`src/rtl/uart_rx_deframer.sv`:
```
// rtl/uart_rx_deframer.sv - SYNC/LEN/payload/CHK frame hunter with checksum-gated payload release
module uart_rx_deframer #(
    parameter logic [7:0] SYNC_BYTE      = 8'hA5,
    parameter int         MAX_PAYLOAD    = 16,
    parameter int         TIMEOUT_CYCLES = 10000
) (
    input  logic       clk,
    input  logic       rst,
    input  logic [7:0] rx_data,
    input  logic       rx_data_valid,
    output logic [7:0] out_data,
    output logic       out_valid,
    output logic       out_last,
    input  logic       out_ready,
    output logic [7:0] err_count,
    output logic [7:0] drop_count,
    output logic       busy
);

    localparam int PTR_W = (MAX_PAYLOAD > 1) ? $clog2(MAX_PAYLOAD) : 1;
    localparam int LEN_W = $clog2(MAX_PAYLOAD + 1);
    localparam int TMR_W = (TIMEOUT_CYCLES > 1) ? $clog2(TIMEOUT_CYCLES) : 1;
    localparam logic [7:0]       MAX_LEN  = 8'(MAX_PAYLOAD);
    localparam logic [TMR_W-1:0] TMR_LAST = TMR_W'(TIMEOUT_CYCLES - 1);

    typedef enum logic [2:0] {
        S_HUNT,
        S_LEN,
        S_PAYLOAD,
        S_CHK,
        S_DRAIN
    } state_t;

    state_t           state_q, state_d;
    logic             valid_q, valid_d;
    logic [LEN_W-1:0] len_q, len_d;
    logic [7:0]       sum_q, sum_d;
    logic [PTR_W-1:0] wr_ptr_q, wr_ptr_d;
    logic [PTR_W-1:0] rd_ptr_q, rd_ptr_d;
    logic [TMR_W-1:0] timer_q, timer_d;
    logic [7:0]       err_q, err_d;
    logic [7:0]       drop_q, drop_d;
    logic [7:0]       pay_q [MAX_PAYLOAD];
    logic [7:0]       pay_d [MAX_PAYLOAD];

    logic byte_evt;
    logic timed_out;
    logic wr_last;
    logic rd_last;

    function automatic logic [7:0] sat_inc(input logic [7:0] v);
        return (v == 8'hFF) ? v : v + 8'd1;
    endfunction

    // A byte is a rising edge of the receiver's valid, so pulses and held levels both count once.
    assign byte_evt  = rx_data_valid & ~valid_q;
    assign timed_out = (timer_q == TMR_LAST);
    assign wr_last   = (LEN_W'(wr_ptr_q) == len_q - LEN_W'(1));
    assign rd_last   = (LEN_W'(rd_ptr_q) == len_q - LEN_W'(1));

    assign out_valid  = (state_q == S_DRAIN);
    assign out_data   = out_valid ? pay_q[rd_ptr_q] : 8'h00;
    assign out_last   = out_valid & rd_last;
    assign err_count  = err_q;
    assign drop_count = drop_q;
    assign busy       = (state_q != S_HUNT);

    // Next-state: frame parsing, inter-byte timeout, buffered drain and saturating counters.
    always_comb begin
        state_d  = state_q;
        valid_d  = rx_data_valid;
        len_d    = len_q;
        sum_d    = sum_q;
        wr_ptr_d = wr_ptr_q;
        rd_ptr_d = rd_ptr_q;
        timer_d  = timer_q;
        err_d    = err_q;
        drop_d   = drop_q;
        pay_d    = pay_q;

        case (state_q)
            S_HUNT: begin
                timer_d = '0;
                if (byte_evt && rx_data == SYNC_BYTE) begin
                    state_d = S_LEN;
                end
            end
            S_LEN: begin
                timer_d = timer_q + TMR_W'(1);
                if (byte_evt) begin
                    timer_d = '0;
                    if (rx_data != 8'h00 && rx_data <= MAX_LEN) begin
                        len_d    = rx_data[LEN_W-1:0];
                        sum_d    = rx_data;
                        wr_ptr_d = '0;
                        state_d  = S_PAYLOAD;
                    end else begin
                        err_d   = sat_inc(err_q);
                        state_d = S_HUNT;
                    end
                end else if (timed_out) begin
                    err_d   = sat_inc(err_q);
                    state_d = S_HUNT;
                end
            end
            S_PAYLOAD: begin
                timer_d = timer_q + TMR_W'(1);
                if (byte_evt) begin
                    timer_d          = '0;
                    pay_d[wr_ptr_q]  = rx_data;
                    sum_d            = sum_q ^ rx_data;
                    wr_ptr_d         = wr_ptr_q + PTR_W'(1);
                    if (wr_last) begin
                        state_d = S_CHK;
                    end
                end else if (timed_out) begin
                    err_d   = sat_inc(err_q);
                    state_d = S_HUNT;
                end
            end
            S_CHK: begin
                timer_d = timer_q + TMR_W'(1);
                if (byte_evt) begin
                    timer_d = '0;
                    if (rx_data == sum_q) begin
                        rd_ptr_d = '0;
                        state_d  = S_DRAIN;
                    end else begin
                        err_d   = sat_inc(err_q);
                        state_d = S_HUNT;
                    end
                end else if (timed_out) begin
                    err_d   = sat_inc(err_q);
                    state_d = S_HUNT;
                end
            end
            S_DRAIN: begin
                timer_d = '0;
                if (byte_evt) begin
                    drop_d = sat_inc(drop_q);
                end
                if (out_ready) begin
                    if (rd_last) begin
                        state_d = S_HUNT;
                    end else begin
                        rd_ptr_d = rd_ptr_q + PTR_W'(1);
                    end
                end
            end
            default: begin
                state_d = S_HUNT;
            end
        endcase
    end

    // State register; valid_q resets high so a level held through reset is not a byte.
    always_ff @(posedge clk) begin
        if (rst) begin
            state_q  <= S_HUNT;
            valid_q  <= 1'b1;
            len_q    <= '0;
            sum_q    <= '0;
            wr_ptr_q <= '0;
            rd_ptr_q <= '0;
            timer_q  <= '0;
            err_q    <= '0;
            drop_q   <= '0;
            pay_q    <= '{default: '0};
        end else begin
            state_q  <= state_d;
            valid_q  <= valid_d;
            len_q    <= len_d;
            sum_q    <= sum_d;
            wr_ptr_q <= wr_ptr_d;
            rd_ptr_q <= rd_ptr_d;
            timer_q  <= timer_d;
            err_q    <= err_d;
            drop_q   <= drop_d;
            pay_q    <= pay_d;
        end
    end

endmodule

```
`config.mk`:
```
export PLATFORM = sky130hd
export DESIGN_NAME = uart_rx_deframer
export DESIGN_NICKNAME = d
export VERILOG_FILES = /design/src/rtl/uart_rx_deframer.sv
export SDC_FILE = /design/constraint.sdc
export NUM_CORES = 1
export LEC_CHECK = 0
export ABC_AREA = 0
export CORE_ASPECT_RATIO = 1.4
export CORE_UTILIZATION = 35
export CTS_BUF_LIST = sky130_fd_sc_hd__clkbuf_4
export CTS_CLUSTER_SIZE = 10
export DETAILED_ROUTE_END_ITERATION = 12
export PLACE_DENSITY = 0.53
export SKIP_LAST_GASP = 1
export SLEW_MARGIN = 20
export SYNTH_ARGS = -nofsm -noshare
export SYNTH_HDL_FRONTEND = slang
export SYNTH_SLANG_ARGS = --single-unit
```
`constraint.sdc`:
```
create_clock -name clk -period 3.9 [get_ports clk]
set_clock_uncertainty 0.1 [all_clocks]
set_input_delay 0.78 -clock clk [delete_from_list [all_inputs] [get_ports clk]]
set_output_delay 0.78 -clock clk [all_outputs]
set_load 0.05 [all_outputs]
```
==> impl_metrics.ini <==
[outcome]
outcome = completed

[sta]
tns_ns = 0
setup_ws_ns = 0.163
worstMarginPinSlew_ns = 0.656
hold_viol = 0
fmax_ghz = 0.268
setup_violations = 0
period_share_pct = 95.8
maxSlewViolCount = 0
max_slew_margin_pct = 56.3
fin_crit_ns = 3.74
grt_setup_unrepaired = false
holdWs_ns = 0.388

[detailed_routing]
drt-vias-per-instance = 5.21
wl_met3_um = 586
wl_met1_mm = 10.0
drtPass1Iterations = 7
postRouteAntennaNets = 0
drc = 0
wl_mm = 21.7
post_drt_wl_per_cell_um = 18.1
vias = 6243
routed.top_layer = met4
dr.first_iter.drc_count = 427
wl_met2_mm = 10.8

[layout]
multi_input_comb_area_mm2 = 0.00469
design_area_mm2 = 0.00966
nNetsFinal = 895
synthToLayoutAreaGrowth_pct = 11.7
layout-drive-gt1-share_pct = 15.0
ff_latch_area_mm2 = 0.00367
n_fill_cell = 2414

[critical_path]
cp_cell_sequence = buf_4 -> buf_6 -> mux4_2 -> mux4_2 -> and2_1 -> buf_4
crit_cells = 6
cp_top_family = multiplexers
timing.setup.critical_path_class = flip-flop to primary output
cp_slowest_cell = mux4_2
reg2regPathDepth = 7
cpPeakStageDelay_ns = 0.56
worst-path-buf-inv = 3
cp-endpoint = out_data[6]
rr_startpoint = state_q[0]
worstPathArrival_ns = 2.86
critical_path_required_ns = 3.02
cp-startpoint = rd_ptr_q[0]
rrSetupSlack_ns = 1.25
r2r-end = drop_count[5]
crit_path_end_kind = primary output
critPathMaxFanout = 17
critPathLaunchType = flip-flop

[placed_design]
hpwl_mm = 14.7
placed_area_mm2 = 0.00932
globalplace.congestion = 0.788
pre_cts_ws_ns = 0.558
port_buffers = 38

[floorplanning]
die_area_mm2 = 0.0253
core-area_mm2 = 0.0241
rows = 67
io_pins = 39
die_w_um = 135
initial_utilization_pct = 35.9
die_h_um = 188

[global_route]
grt_pass1_vias = 6157
gr-total-overflow = 0
grt_max_degree = 82
antenna_found_initial = 1
grt_pass1_wl_mm = 34.9
grt_use_total_pct = 17.9

[synth]
syn_nets = 878
synth_area_leaders = dfxtp_1 42%, mux2i_1 15%, mux4_2 10%
netlist-cell-type-count = 60
yosysMostFrequentCell = dfxtp_1
seq_area_frac_synth_pct = 42.4
yosysWarnings = 0
synth_top_flop_cell = dfxtp_1
synth_top_area_share_pct = 42.4
syn_area_per_cell_um2 = 10.1
syn-instance-count = 857
yosysTopAreaCell = dfxtp_1
ys_top_cells_by_count = 183 x dfxtp_1, 167 x nor2_1, 132 x mux2i_1
synthArstFlopShare_pct = 0
synth-edff-count = 0
ys_ff_latch = 183
synthesis.area_mm2 = 0.00864

[cts]
clkTransAtPathRegs_ns = 0.16
root_buffer = clkbuf_4
cts_setup_buffers = 0
numCtsBuffers = 17
clock_path_buffers = 2
clk_latency_ns = 0.58
ctsHoldBuffers = 0
cts_sinks = 183
cts_tree = built
ctsHtreeMaxLevel = 4

[pwr]
p_leak_uw = 0.00424
power.total_uw = 3170
vdd_drop_max_v = 0.000201
power_density_mw_per_mm2 = 328

[hold_path]
hp-class = flip-flop to flip-flop

[job]
max-cap-violations = 0
## kinds of logic after synthesis
kind of cell / synth area share (%)
mux: 26.0
simple gates: 18.4
xor+xnor: 3.20
compound gates: 5.36
flops: 42.4
buf+inv: 3.31
fa+ha+maj: 1.30
## registers in the layout, indices dropped and copies added (netlist names)
name	flops
err_count	8
len_q	5
pay_q	128
valid_q	1
rd_ptr_q	4
wr_ptr_q	4
drop_count	8
timer_q	14
sum_q	8
state_q	3
## worst min path at each step
| stage | end | depth (start not counted) | start | slack (ns) |
|---|---|---|---|---|
| 3_3_place_gp | len_q[1] | 2 | len_q[1] | 0.37 |
| 6_report | len_q[1] | 2 | len_q[1] | 0.39 |
| 5_1_grt | len_q[1] | 2 | len_q[1] | 0.42 |
| 3_5_place_dp | len_q[1] | 2 | len_q[1] | 0.37 |
| 2_1_floorplan | len_q[1] | 2 | len_q[1] | 0.35 |
| 4_1_cts | len_q[1] | 2 | len_q[1] | 0.39 |
## metal layers
layer | vias up | global-route usage [%]
li1 | 3065 | -
met1 | 3062 | 23.3
met2 | 98 | 30.3
met3 | 18 | 2.70
met4 | 0 | 5.19
met5 | - | 0
## cells in the final DEF, fill, tap and decap left out, drive strengths merged, types with 2 or more instances in the layout
cell           synthesis  layout
nand4                 14      14
buf                   14      29
nand3                 31      31
mux2                   2       2
nand3b                10      10
ha                     9       9
and2                   8       8
clkbuf                49      17
nor2b                  6       6
mux4                  40      40
clkinv                 0       4
nor4b                  2       2
or2                    7       7
a211oi                 5       5
o21bai                 2       2
nor4                   4       4
xor2                  19      19
and4                   4       4
or3                    3       3
nand2                 35      35
a21oi                 24      24
and4b                  2       2
a311oi                 3       3
mux2i                132     132
nor2                 168     168
clkdlybuf4s50          0      27
dfxtp                183     183
a31oi                 11      11
o21ai                 10      10
inv                    7      16
a41oi                  3       3
xnor2                 10      10
and3                   7       7
bufinv                 0       2
nand2b                 6       6
nor3                  12      12
dlygate4sd2            0       4
## layout make-up
class                   count  area share (%)
inverters                   7           0.272
well taps                 310            4.02
multi-input cells         604            48.6
repair buffers             61            5.66
clock buffers              17            1.32
clock inverters            15            2.11
diodes                      1          0.0259
flip-flops and latches    183            38.0
## metrics by stage
step	util, %	cells
6_report	40.1	1198
4_1_cts	40.1	1197
3_5_place_dp	38.7	1165
3_3_place_gp	38.7	1165
2_1_floorplan	-	857
5_1_grt	40.1	1198
## power by group
| part | switching (uW) | internal, uW | total [uW] |
|---|---|---|---|
| sequential | 2.07 | 1870 | 1870 |
| clock | 764 | 423 | 1190 |
| combinational | 79.9 | 29.4 | 109 |
| total | 846 | 2320 | 3170 |
## what timing repair did
item | in CTS | in global routing
endpoints found under the setup margin | 8 | 3
gates cloned | 0 | 0
resized for setup | 6 | 2
## tightest hold or removal path, stage by stage, from the launching register on
cell,delay (ns)
dfxtp_1,0.36
nand2_1,0.06
a21oi_1,0.05
(Power assumes the default switching activity.)
